===== src/rtl/conversor_tempo_seq.sv =====
// conversor_tempo_seq: sequential seconds-to-calendar decomposer.
// One restoring shift-subtract divider is reused for five cascaded divisions
// (year, month, day, hour, minute). Each division runs on the previous
// remainder, and the final remainder is the seconds field.
// Optional macro: CONVERSOR_TEMPO_DISPLAY_EN prints each result (simulation only).
// Ports:
//   clk, rst_n           clock (rising edge), async active-low reset
//   in_valid/in_ready    input handshake; in_seg = seconds to decompose
//   out_valid/out_ready  output handshake; fields held stable while out_valid
//   anos..segundos       result fields, WIDTH bits each, zero-extended
module conversor_tempo_seq #(
  parameter int unsigned WIDTH    = 32,
  parameter int unsigned SEG_ANO  = 31536000,
  parameter int unsigned SEG_MES  = 2592000,
  parameter int unsigned SEG_DIA  = 86400,
  parameter int unsigned SEG_HORA = 3600,
  parameter int unsigned SEG_MIN  = 60
) (
  input  logic             clk,
  input  logic             rst_n,
  input  logic             in_valid,
  output logic             in_ready,
  input  logic [WIDTH-1:0] in_seg,
  output logic             out_valid,
  input  logic             out_ready,
  output logic [WIDTH-1:0] anos,
  output logic [WIDTH-1:0] meses,
  output logic [WIDTH-1:0] dias,
  output logic [WIDTH-1:0] horas,
  output logic [WIDTH-1:0] minutos,
  output logic [WIDTH-1:0] segundos
);

  localparam int unsigned WP1 = WIDTH + 1;
  localparam int unsigned BW  = $clog2(WIDTH);

  typedef enum logic [1:0] {IDLE, DIV, DONE} state_e;

  state_e           state_q, state_d;
  logic [WIDTH-1:0] dvd_q, dvd_d;
  logic [WIDTH-1:0] rem_q, rem_d;
  logic [WIDTH-1:0] quo_q, quo_d;
  logic [BW-1:0]    bit_q, bit_d;
  logic [2:0]       stage_q, stage_d;
  logic             in_ready_q, in_ready_d;
  logic             out_valid_q, out_valid_d;
  logic [WIDTH-1:0] anos_q, anos_d, meses_q, meses_d, dias_q, dias_d;
  logic [WIDTH-1:0] horas_q, horas_d, minutos_q, minutos_d;
  logic [WIDTH-1:0] segundos_q, segundos_d;

  logic [WIDTH:0]   divisor_c;
  logic [WIDTH:0]   rem_shift_c;
  logic             ge_c;
  logic [WIDTH-1:0] rem_new_c;
  logic [WIDTH-1:0] quo_new_c;

  // Divisor for the current stage
  always_comb begin
    divisor_c = WP1'(SEG_MIN);
    case (stage_q)
      3'd0:    divisor_c = WP1'(SEG_ANO);
      3'd1:    divisor_c = WP1'(SEG_MES);
      3'd2:    divisor_c = WP1'(SEG_DIA);
      3'd3:    divisor_c = WP1'(SEG_HORA);
      default: divisor_c = WP1'(SEG_MIN);
    endcase
  end

  // One restoring step: bring in the next dividend bit, subtract if it fits.
  // The remainder is always below the divisor, so WIDTH bits hold it.
  always_comb begin
    rem_shift_c = {rem_q, dvd_q[WIDTH-1]};
    ge_c        = (rem_shift_c >= divisor_c);
    rem_new_c   = ge_c ? WIDTH'(rem_shift_c - divisor_c) : WIDTH'(rem_shift_c);
    quo_new_c   = quo_q | (WIDTH'(ge_c) << bit_q);
  end

  // Next-state and datapath updates
  always_comb begin
    state_d    = state_q;
    dvd_d      = dvd_q;
    rem_d      = rem_q;
    quo_d      = quo_q;
    bit_d      = bit_q;
    stage_d    = stage_q;
    anos_d     = anos_q;
    meses_d    = meses_q;
    dias_d     = dias_q;
    horas_d    = horas_q;
    minutos_d  = minutos_q;
    segundos_d = segundos_q;

    case (state_q)
      IDLE: begin
        if (in_valid && in_ready_q) begin
          dvd_d   = in_seg;
          rem_d   = '0;
          quo_d   = '0;
          stage_d = 3'd0;
          bit_d   = BW'(WIDTH - 1);
          state_d = DIV;
        end
      end
      DIV: begin
        dvd_d = {dvd_q[WIDTH-2:0], 1'b0};
        rem_d = rem_new_c;
        quo_d = quo_new_c;
        bit_d = bit_q - BW'(1);
        if (bit_q == '0) begin
          case (stage_q)
            3'd0:    anos_d    = quo_new_c;
            3'd1:    meses_d   = quo_new_c;
            3'd2:    dias_d    = quo_new_c;
            3'd3:    horas_d   = quo_new_c;
            default: begin
              minutos_d  = quo_new_c;
              segundos_d = rem_new_c;
            end
          endcase
          // Remainder seeds the next stage's dividend
          dvd_d   = rem_new_c;
          rem_d   = '0;
          quo_d   = '0;
          bit_d   = BW'(WIDTH - 1);
          stage_d = stage_q + 3'd1;
          if (stage_q == 3'd4) state_d = DONE;
        end
      end
      DONE: begin
        if (out_valid_q && out_ready) state_d = IDLE;
      end
      default: state_d = IDLE;
    endcase

    in_ready_d  = (state_d == IDLE);
    out_valid_d = (state_d == DONE);
  end

  // State and datapath registers
  always_ff @(posedge clk or negedge rst_n) begin
    if (!rst_n) begin
      state_q     <= IDLE;
      dvd_q       <= '0;
      rem_q       <= '0;
      quo_q       <= '0;
      bit_q       <= '0;
      stage_q     <= '0;
      in_ready_q  <= 1'b0;
      out_valid_q <= 1'b0;
      anos_q      <= '0;
      meses_q     <= '0;
      dias_q      <= '0;
      horas_q     <= '0;
      minutos_q   <= '0;
      segundos_q  <= '0;
    end else begin
      state_q     <= state_d;
      dvd_q       <= dvd_d;
      rem_q       <= rem_d;
      quo_q       <= quo_d;
      bit_q       <= bit_d;
      stage_q     <= stage_d;
      in_ready_q  <= in_ready_d;
      out_valid_q <= out_valid_d;
      anos_q      <= anos_d;
      meses_q     <= meses_d;
      dias_q      <= dias_d;
      horas_q     <= horas_d;
      minutos_q   <= minutos_d;
      segundos_q  <= segundos_d;
    end
  end

`ifdef CONVERSOR_TEMPO_DISPLAY_EN
  // Report each result as out_valid rises
  always @(posedge clk) begin
    if (rst_n && out_valid_d && !out_valid_q)
      $display("%d anos, %d meses, %d dias, %d horas, %d minutos e %d segundos",
               anos_d, meses_d, dias_d, horas_d, minutos_d, segundos_d);
  end
`else
`endif

  assign in_ready  = in_ready_q;
  assign out_valid = out_valid_q;
  assign anos      = anos_q;
  assign meses     = meses_q;
  assign dias      = dias_q;
  assign horas     = horas_q;
  assign minutos   = minutos_q;
  assign segundos  = segundos_q;

endmodule


===== config.mk =====
export PLATFORM = sky130hd
export DESIGN_NAME = conversor_tempo_seq
export DESIGN_NICKNAME = d
export VERILOG_FILES = /design/src/rtl/conversor_tempo_seq.sv
export SDC_FILE = /design/constraint.sdc
export NUM_CORES = 1
export LEC_CHECK = 0
export CAP_MARGIN = 20
export CELL_PAD_IN_SITES_DETAIL_PLACEMENT = 1
export CELL_PAD_IN_SITES_GLOBAL_PLACEMENT = 2
export CORE_MARGIN = 5
export CORE_UTILIZATION = 33
export DETAILED_ROUTE_END_ITERATION = 7
export PLACE_DENSITY = 0.89
export SYNTH_ARGS = -nofsm -noshare
export SYNTH_HDL_FRONTEND = slang
export SYNTH_SLANG_ARGS = --single-unit

===== constraint.sdc =====
create_clock -name clk -period 4.5 [get_ports clk]
set_clock_uncertainty 0.05 [all_clocks]
set_input_delay 0.9 -clock clk [delete_from_list [all_inputs] [get_ports clk]]
set_output_delay 0.9 -clock clk [all_outputs]
set_load 0.01 [all_outputs]

==> metrics.csv, run 1 <==
metric,value,unit
critical_path_arrival,4610,ps
worstMarginPinSlew,1027,ps
grt_pass1_vias,11720,
cts_tree,yes,
p_sw_share,42.67,%
gp_congestion,0.8726,
yosysTopAreaCell,dfrtp_1,
cts_root_buffer,clkbuf_16,
leakage,7.577,nW
finalWirelength,43690,µm
core_area,39550,µm²
p_clk_share,19.0,%
p_int,8.930,mW
synth-edff-count,0,
drt_iter0_markers,599,
synth_ff_type,dfrtp_1,
ir_drop,334.2,µV
die_h,209.5,µm
min_period,4231,ps
ys_ff_latch,300,
start_kind,flop,
clkTransAtPathRegs,60,ps
wire_per_inst,20.42,µm
cp_max_fo,9,
ios,230,
cts_buffers,36,
areaGrowthSynthToFinish,32.00,%
synth_top_cells_by_count,"dfrtp_1, nand2_1, a21oi_1, o21ai_0, nor2_1",
overflow,0,
finalCritPeriodShare,94.03,%
powerDensity,898.0,nW/µm²
start_util,33.22,%
setup_violations,0,
postCtsHoldBufs,0,
synth_top_area_share,57.13,%
clk_path_buf_depth,3,
timing.fmax,0.2363,GHz
vias_per_cell,5.179,
insertedDiodeCount,0,
end_kind,flop,
vias,11080,
die_area,43910,µm²
htreeDepth,2,
yosysWarnings,0,
drv_cap,0,
required,4880,ps
synth-seq-area-share,57.13,%
layout.nets,1648,
syn_avg_cell_area,9.612,µm²
yosysUniqueCellTypes,68,
drt_pass1_iterations,4,
sequentialPowerShare,29.7,%
slew_violations,0,
p_comb_share,51.2,%
grtUsageTotal,19.50,%
clkLatencyLatePin,530,ps
grt_max_degree,108,
final_antenna_net_count,0,
slew_headroom,31.39,%
crit_type,reg -> reg,
synth_most_common_cell,dfrtp_1,
synthCells,1367,
cts_sinks,300,
syn_area,13140,µm²
rsz0062_at_grt,yes,
grt_pass1_wl,69120,µm
status,"finished, final reports clean",
final-hold-violation-count,0,
synth_area_leaders,"dfrtp_1, a21oi_1, o21ai_0",
drive_gt1_share,7.931,%
rows,73,
post-route-util,43.86,%
antenna_found_initial,1,
dp_hpwl,30340,µm
p_sw,6.646,mW
port-buffer-count,229,
post-route-drc-count,0,
syn_nets,1429,
whs,289.0,ps
hold_class,in -> async,
die_w,209.5,µm
async_reset_ff_share,100.0,%
critical path, cell delays in order, from the launching register on:
cell,delay (ps)
dfrtp_1,440
inv_1,110
ha_1,300
or3_4,360
nand2_1,160
nand2b_1,160
ha_1,340
o21ai_0,130
a2111oi_2,380
a21boi_1,130
o21a_2,170
o211a_4,340
nor3_4,450
a21oi_1,320
o21ai_0,280
kinds of logic (layout without fill, tap and decap cells):
family	Yosys count	after routing	synth area share, %
AO/OA/AOI/OAI	466	466	19.90
AND/OR/NAND/NOR	433	433	14.38
flip-flops	300	300	57.13
buffers and inverters	100	347	2.980
XOR/XNOR	28	28	1.981
adder cells (fa/ha/maj)	26	26	2.533
multiplexers	14	14	1.095
registers in the layout, indices dropped and copies added (netlist names):
register and cells:
in_ready 1, out_valid 1, state_q 2, horas 32, dias 32, anos 32, segundos 32, rem_q 32
dvd_q 32, quo_q 32, bit_q 5, minutos 32, stage_q 3, meses 32
per-stage QoR:
| stage | instance area, µm² | power (mW) | TNS [ps] | cells | setup WS [ps] |
|---|---|---|---|---|---|
| 6_report | 17350 | 15.58 | 0 | 2139 | 268.8 |
| 5_1_grt | 17350 | 16.78 | -26.41 | 2139 | -26.41 |
| 4_1_cts | 17300 | 15.72 | 0 | 2138 | 44.89 |
| 3_5_place_dp | 16080 | 12.63 | 0 | 2072 | 114.1 |
| 3_3_place_gp | 16080 | 12.39 | 0 | 2072 | 275.6 |
| 2_1_floorplan | 13140 | 9.230 | 0 | 1367 | 1054 |
layout make-up:
cell class                 count  area (µm²)
fill                        4454       22200
clock inverter                11       138.9
tap                          525       656.9
timing repair buffer         265        2600
sequential                   300        7507
clock buffer                  55        1082
multi-input combinational    967        5300
inverter                      16       60.06
layer usage:
metal / track usage, % / routed length, µm / vias up
met3: 5.471 / 2655 / 62
met1: 25.26 / 18970 / 5628
met2: 32.08 / 20900 / 214
met5: 0 / 7 / -
met4: 5.671 / 1146 / 2
li1: - / - / 5171
repair_timing:
item | in CTS | in global routing
endpoints found under the setup margin | 0 | 85
gates resized for setup | 0 | 3
setup buffers | 0 | 0
power groups by stage:
| stage | sequential, mW | combinational, mW | clock (mW) |
|---|---|---|---|
| 2_1_floorplan | 4.74 | 4.49 | 0 |
| 3_3_place_gp | 4.61 | 7.78 | 0 |
| 3_5_place_dp | 4.64 | 8.00 | 0 |
| 4_1_cts | 4.63 | 8.05 | 3.04 |
| 5_1_grt | 4.77 | 8.85 | 3.17 |
| 6_report | 4.63 | 7.98 | 2.96 |
path summary, 6_finish.rpt:
| check | start | to | slack [ps] | cells past startpoint |
|---|---|---|---|---|
| min in group clk | segundos[17]$_DFFE_PN0P_ | segundos[17]$_DFFE_PN0P_ | 430 | 2 |
| worst min register to register | segundos[17]$_DFFE_PN0P_ | segundos[17]$_DFFE_PN0P_ | 430 | 2 |
| max in group asynchronous | rst_n | rem_q[29]$_DFFE_PN0P_ | 2980 | 2 |
| worst max register to register | stage_q[0]$_DFFE_PN0P_ | minutos[2]$_DFFE_PN0P_ | 270 | 14 |
| worst min-delay path | rst_n | segundos[16]$_DFFE_PN0P_ | 290 | 1 |
| worst max-delay path | stage_q[0]$_DFFE_PN0P_ | minutos[2]$_DFFE_PN0P_ | 270 | 14 |
placed cells by master (no fill, tap or decap), types with 5 or more instances in the layout:
master,synthesis,routed
clkbuf_8,0,11
clkbuf_1,74,8
nor2_1,159,154
nand2_1,198,196
inv_1,15,15
mux2i_1,11,11
a21oi_1,194,193
clkdlybuf4s50_1,0,228
nand2b_1,8,8
nand3_1,11,11
clkbuf_16,0,36
dfrtp_1,300,300
o211ai_1,27,27
clkinv_2,0,5
nand4_1,7,7
o21ai_1,13,13
buf_4,1,34
o21ai_0,167,167
and3_1,9,9
ha_1,25,25
xor2_1,8,8
o21a_1,22,22
nor3_1,11,11
a31oi_1,6,6
xnor2_1,18,18
Note: power is estimated with default switching activity, not from simulation.
==> run 2: changes to the inputs <==
CAP_MARGIN = 5   (was 20)
==> run 2 against run 1 <==
Effect of this change: setup slack gained 36 ps; combinational power is essentially flat; wire length is essentially flat; critical path type unchanged; core utilization shrank 0.070 points; sequential power is essentially flat; sequential share of layout area grew 0.069 points.
==> metrics.csv, run 2 (synthesis gave the netlist of run 1 again) <==
metric,value,unit,change
setup_violations,0,,unchanged
timing.fmax,0.2383,GHz,was 0.2363 GHz
gp_congestion,0.8726,,unchanged
finalWirelength,43670,µm,was 43690 µm
r2r_cells,14,,unchanged
port-buffer-count,229,,unchanged
ios,230,,unchanged
mostFrequentLayoutCells,"dfrtp_1, clkdlybuf4s50_1, nand2_1",,unchanged
slew_violations,0,,unchanged
num-fill-cells,4455,,was 4454
powerDensity,899.0,nW/µm²,was 898.0 nW/µm²
post-route-util,43.79,%,was 43.86%
drv_cap,0,,unchanged
cts_tree,yes,,unchanged
final_antenna_net_count,0,,unchanged
start_util,33.22,%,unchanged
start_kind,flop,,unchanged
die_w,209.5,µm,unchanged
drive_gt1_share,7.874,%,was 7.931%
post-route-drc-count,0,,unchanged
drt_iter0_markers,602,,was 599
leakage,7.563,nW,was 7.577 nW
clk_path_buf_depth,3,,unchanged
min_period,4196,ps,was 4231 ps
cpMaxStageDelayCell,nor3_4,,unchanged
worst-path-stages,14,,unchanged
cpPeakStageDelay,450,ps,about the same
antenna_found_initial,1,,unchanged
grt_max_degree,108,,unchanged
cts_buffers,36,,unchanged
rsz0062_at_grt,no,,was yes
worstMarginPinSlew,1064,ps,was 1027 ps
crit_type,reg -> reg,,unchanged
path_buf_inv,1,,unchanged
dp_hpwl,30340,µm,unchanged
grtUsageTotal,19.50,%,unchanged
core_area,39550,µm²,unchanged
overflow,0,,unchanged
crit_family,compound AO/OA/AOI/OAI gates,,unchanged
clkLatencyLatePin,530,ps,about the same
postCtsHoldBufs,0,,unchanged
vias,11090,,was 11.08k
hold_class,in -> async,,unchanged
required,4880,ps,about the same
seq_area,7507,µm²,unchanged
cp_max_fo,9,,unchanged
postLayoutCellArea,17320,µm²,was 17350 µm²
dpl-instance-area,16080,µm²,unchanged
final-hold-violation-count,0,,unchanged
slew_headroom,29.04,%,was 31.39%
insertedDiodeCount,0,,unchanged
rows,73,,unchanged
status,"finished, final reports clean",,unchanged
grt_pass1_wl,69120,µm,unchanged
setup_ws,304.4,ps,was 268.8 ps
areaGrowthSynthToFinish,31.79,%,was 32.00%
cts_root_buffer,clkbuf_16,,unchanged
ir_drop,333.5,µV,was 334.2 µV
finalSetupTns,0,ps,unchanged
place_ws,114.1,ps,unchanged
wire_per_inst,20.43,µm,was 20.42 µm
die_h,209.5,µm,unchanged
layout_commonest_cell,dfrtp_1,,unchanged
grt_pass1_vias,11720,,unchanged
clkTransAtPathRegs,60,ps,about the same
end_kind,flop,,unchanged
crit_path_cell_trace,inv_1 > ha_1 > or3_4 > nand2_1 > nand2b_1 > ha_1 > o21ai_0 > a2111oi_2 > a21boi_1 > o21a_2 > o211a_4 > nor3_4 > a21oi_1 > o21ai_0,,unchanged
vias_per_cell,5.188,,was 5.179
multi_input_area,5300,µm²,unchanged
cts_sinks,300,,unchanged
critical_path_arrival,4580,ps,was 4610 ps
finalCritPeriodShare,93.24,%,was 94.03%
die_area,43910,µm²,unchanged
htreeDepth,2,,unchanged
layout.nets,1647,,was 1648
drt_pass1_iterations,5,,was 4
## run 2: cell count changes in the layout (fill, tap and decap cells not counted), sizes merged
cell,change
buf,-1
## run 2: final timing paths
path                                            end                      from  slack [ps]
setup / recovery             minutos[2]$_DFFE_PN0P_    stage_q[0]$_DFFE_PN0P_         300
hold / removal             segundos[16]$_DFFE_PN0P_                     rst_n         280
setup reg to reg             minutos[2]$_DFFE_PN0P_    stage_q[0]$_DFFE_PN0P_         300
hold reg to reg            segundos[17]$_DFFE_PN0P_  segundos[17]$_DFFE_PN0P_         430
max in group asynchronous     rem_q[29]$_DFFE_PN0P_                     rst_n        2980
min in group clk           segundos[17]$_DFFE_PN0P_  segundos[17]$_DFFE_PN0P_         430
## run 2: report_power, final
group,switching [mW],internal (mW),total (mW),leakage (nW)
sequential,0.788,3.85,4.63,3.93
combinational,4.68,3.29,7.98,3.03
clock,1.17,1.79,2.96,0.605
total,6.64,8.93,15.6,7.56
## run 2: per-stage QoR
step                      power (mW)  hold WS, ps  std cells
final                          15.57        280.9       2138
after detailed placement       12.63        420.2       2072
after CTS                      15.72        390.3       2138
after floorplan                9.230        395.5       1367
after global routing           16.78        390.2       2138
after global placement         12.39        411.4       2072
## run 2: per-layer routing
metal	part of all wire, %	vias up	routed length (µm)	track usage, %
met1	43	5651	18970	25.26
li1	-	5170	-	-
met4	2.6	2	1151	5.671
met3	5.9	62	2593	5.471
met2	48	206	20950	32.08
met5	0.016	-	7	0
## run 2: final cells by class
class | instances | area share (%)
Timing Repair Buffer | 264 | 14.85
Clock buffer | 55 | 6.250
Tap cell | 525 | 3.793
Clock inverter | 11 | 0.8020
Sequential cell | 300 | 43.35
Multi-Input combinational cell | 967 | 30.60
Inverter | 16 | 0.3468
## run 2: what timing repair did
item / 4_1_cts / 5_1_grt
buffers inserted: 0 / 0
gates resized for setup: 0 / 3
endpoints found under the setup margin: 0 / 81
==> run 3: changes to the inputs <==
REMOVE_ABC_BUFFERS = 1   (was default)
==> run 3 against run 2 <==
Effect of this change: combinational power barely moved; highest routed layer is now met4; flip-flop and latch count unchanged; register-to-register slack got worse by 40 ps; via count down 0.40%; count of clock-buffer cells in the layout down 6; global-route usage rose by 0.070 points; first-iteration DRC count is 25% lower; sequential share of layout area grew 0.053 points; setup slack got worse by 41 ps; die area did not move; sequential power about the same; design area fell by 0.12%.
==> metrics.csv, run 3 (synthesis gave the netlist of run 1 again) <==
metric,value,unit,change
dpl-instance-area,16080,µm²,about the same
port-buffer-count,229,,unchanged
grtUsageTotal,19.57,%,was 19.50%
crit_path_cell_trace,inv_1 > ha_1 > or3_4 > nand2_1 > nand2b_1 > ha_1 > o21ai_0 > a2111oi_2 > a21boi_1 > o21a_2 > o211a_4 > nor3_4 > a21oi_1 > o21ai_0,,unchanged
finalSetupTns,0,ps,unchanged
clkLatencyLatePin,550,ps,was 530 ps
insertedDiodeCount,0,,unchanged
clkTransAtPathRegs,60,ps,about the same
slew_violations,0,,unchanged
leakage,7.552,nW,was 7.563 nW
sequentialPowerShare,29.9,%,was 29.8%
antenna_found_initial,0,,was 1
clk_path_buf_depth,3,,unchanged
cts_sinks,300,,unchanged
p_comb_share,51.4,%,was 51.2%
htreeDepth,2,,unchanged
grt_max_degree,85,,was 108
critical_path_arrival,4620,ps,was 4580 ps
die_w,209.5,µm,unchanged
grt_pass1_wl,69330,µm,was 69120 µm
setup_violations,0,,unchanged
vias_per_cell,5.174,,was 5.188
die_h,209.5,µm,unchanged
powerDensity,895.4,nW/µm²,was 899.0 nW/µm²
status,"finished, final reports clean",,unchanged
required,4880,ps,about the same
wire_per_inst,20.31,µm,was 20.43 µm
post-route-drc-count,0,,unchanged
core_area,39550,µm²,unchanged
drive_gt1_share,7.826,%,was 7.874%
rsz0062_at_grt,no,,unchanged
start_kind,flop,,unchanged
ios,230,,unchanged
cpPeakStageDelay,520,ps,was 450 ps
cts_buffers,35,,was 36
gp_congestion,0.9092,,was 0.8726
layout.nets,1646,,was 1647
crit_type,reg -> reg,,unchanged
crit_start,stage_q[0]$_DFFE_PN0P_,,unchanged
drt_pass1_iterations,4,,was 5
p_sw_share,42.63,%,was 42.66%
vias,11050,,was 11.09k
grt_pass1_vias,11970,,was 11.72k
rows,73,,unchanged
dp_hpwl,29960,µm,was 30340 µm
finalCritPeriodShare,94.15,%,was 93.24%
min_period,4237,ps,was 4196 ps
areaGrowthSynthToFinish,31.63,%,was 31.79%
start_util,33.22,%,unchanged
p_sw,6.602,mW,was 6.641 mW
end_kind,flop,,unchanged
crit_family,compound AO/OA/AOI/OAI gates,,unchanged
cts_root_buffer,clkbuf_16,,unchanged
cp_max_fo,11,,was 9
finalWirelength,43360,µm,was 43670 µm
post-route-util,43.73,%,was 43.79%
p_clk_share,18.7,%,was 19.0%
cpMaxStageDelayCell,nor3_4,,unchanged
worstMarginPinSlew,958.2,ps,was 1064 ps
cts_tree,yes,,unchanged
postLayoutCellArea,17300,µm²,was 17320 µm²
die_area,43910,µm²,unchanged
final_antenna_net_count,0,,unchanged
drt_iter0_markers,452,,was 602
layout_commonest_cell,dfrtp_1,,unchanged
final-hold-violation-count,0,,unchanged
mostFrequentLayoutCells,"dfrtp_1, clkdlybuf4s50_1, nand2_1",,unchanged
overflow,0,,unchanged
timing.fmax,0.2360,GHz,was 0.2383 GHz
p_int,8.885,mW,was 8.927 mW
drv_cap,0,,unchanged
hold_class,in -> async,,unchanged
r2r-start,stage_q[0]$_DFFE_PN0P_,,unchanged
postCtsHoldBufs,0,,unchanged
path_buf_inv,1,,unchanged
slew_headroom,35.97,%,was 29.04%
ir_drop,348.2,µV,was 333.5 µV
## run 3: cell count changes in the layout (fill, tap and decap cells not counted), moves of 2 or more
cell	change
clkbuf_1	-3
buf_12	+2
buf_4	-2
clkbuf_8	-2
clkinv_2	+2
## run 3: area by class of cell
cell class,instances,area (µm²)
clock buffer,49,1018
clock inverter,14,163.9
fill,4384,22250
inverter,16,60.06
multi-input combinational,967,5293
sequential,300,7507
tap,525,656.9
timing repair buffer,264,2597
## run 3: worst paths after layout
kind | endpoint | slack [ps] | depth (start not counted)
setup / recovery | minutos[22]$_DFFE_PN0P_ | 260 | 14
hold / removal | segundos[22]$_DFFE_PN0P_ | 260 | 1
setup reg to reg | minutos[22]$_DFFE_PN0P_ | 260 | 14
hold reg to reg | minutos[1]$_DFFE_PN0P_ | 430 | 2
max in group asynchronous | meses[20]$_DFFE_PN0P_ | 2850 | 2
min in group clk | minutos[1]$_DFFE_PN0P_ | 430 | 2
## run 3: power by group through the flow
| stage | Clock (mW) | Sequential [mW] | Combinational, mW |
|---|---|---|---|
| final | 2.90 | 4.62 | 7.97 |
| after global routing | 3.09 | 4.77 | 8.87 |
| after CTS | 2.98 | 4.63 | 8.05 |
| after detailed placement | 0 | 4.65 | 7.99 |
| after global placement | 0 | 4.61 | 7.74 |
| after floorplan | 0 | 4.77 | 4.37 |
## run 3: per-layer routing
layer / up-vias / GRT usage, % / part of all wire, %
met3: 63 / 3.946 / 5.1
li1: 5192 / - / -
met1: 5576 / 25.51 / 44
met5: - / 0 / 0
met4: 0 / 6.188 / 2.7
met2: 216 / 32.90 / 48
## run 3: worst reg2reg max path: stages, from the launching register on
cell and delay [ps]:
dfrtp_1 420, inv_1 90, ha_1 290, or3_4 370
nand2_1 180, nand2b_1 190, ha_1 340, o21ai_0 120
a2111oi_2 380, a21boi_1 130, o21a_2 170, o211a_4 350
nor3_4 520, a21oi_1 280, o21ai_0 250
## run 3: timing repair
action | 4_1_cts | 5_1_grt
endpoints found under the setup margin | 2 | 41
setup buffers | 0 | 1
gates resized for setup | 1 | 1
pin swaps | 0 | 1
## run 3: per-stage QoR
step	worst slack, ps	power [mW]	std cells	hold slack [ps]
detailed placement	0.4881	12.64	2071	422.6
global placement	204.5	12.36	2071	411.5
finish	263.4	15.49	2135	262.3
global route	2.700	16.72	2135	340.4
floorplan	-251.0	9.145	1283	395.5
CTS	99.17	15.66	2134	298.3
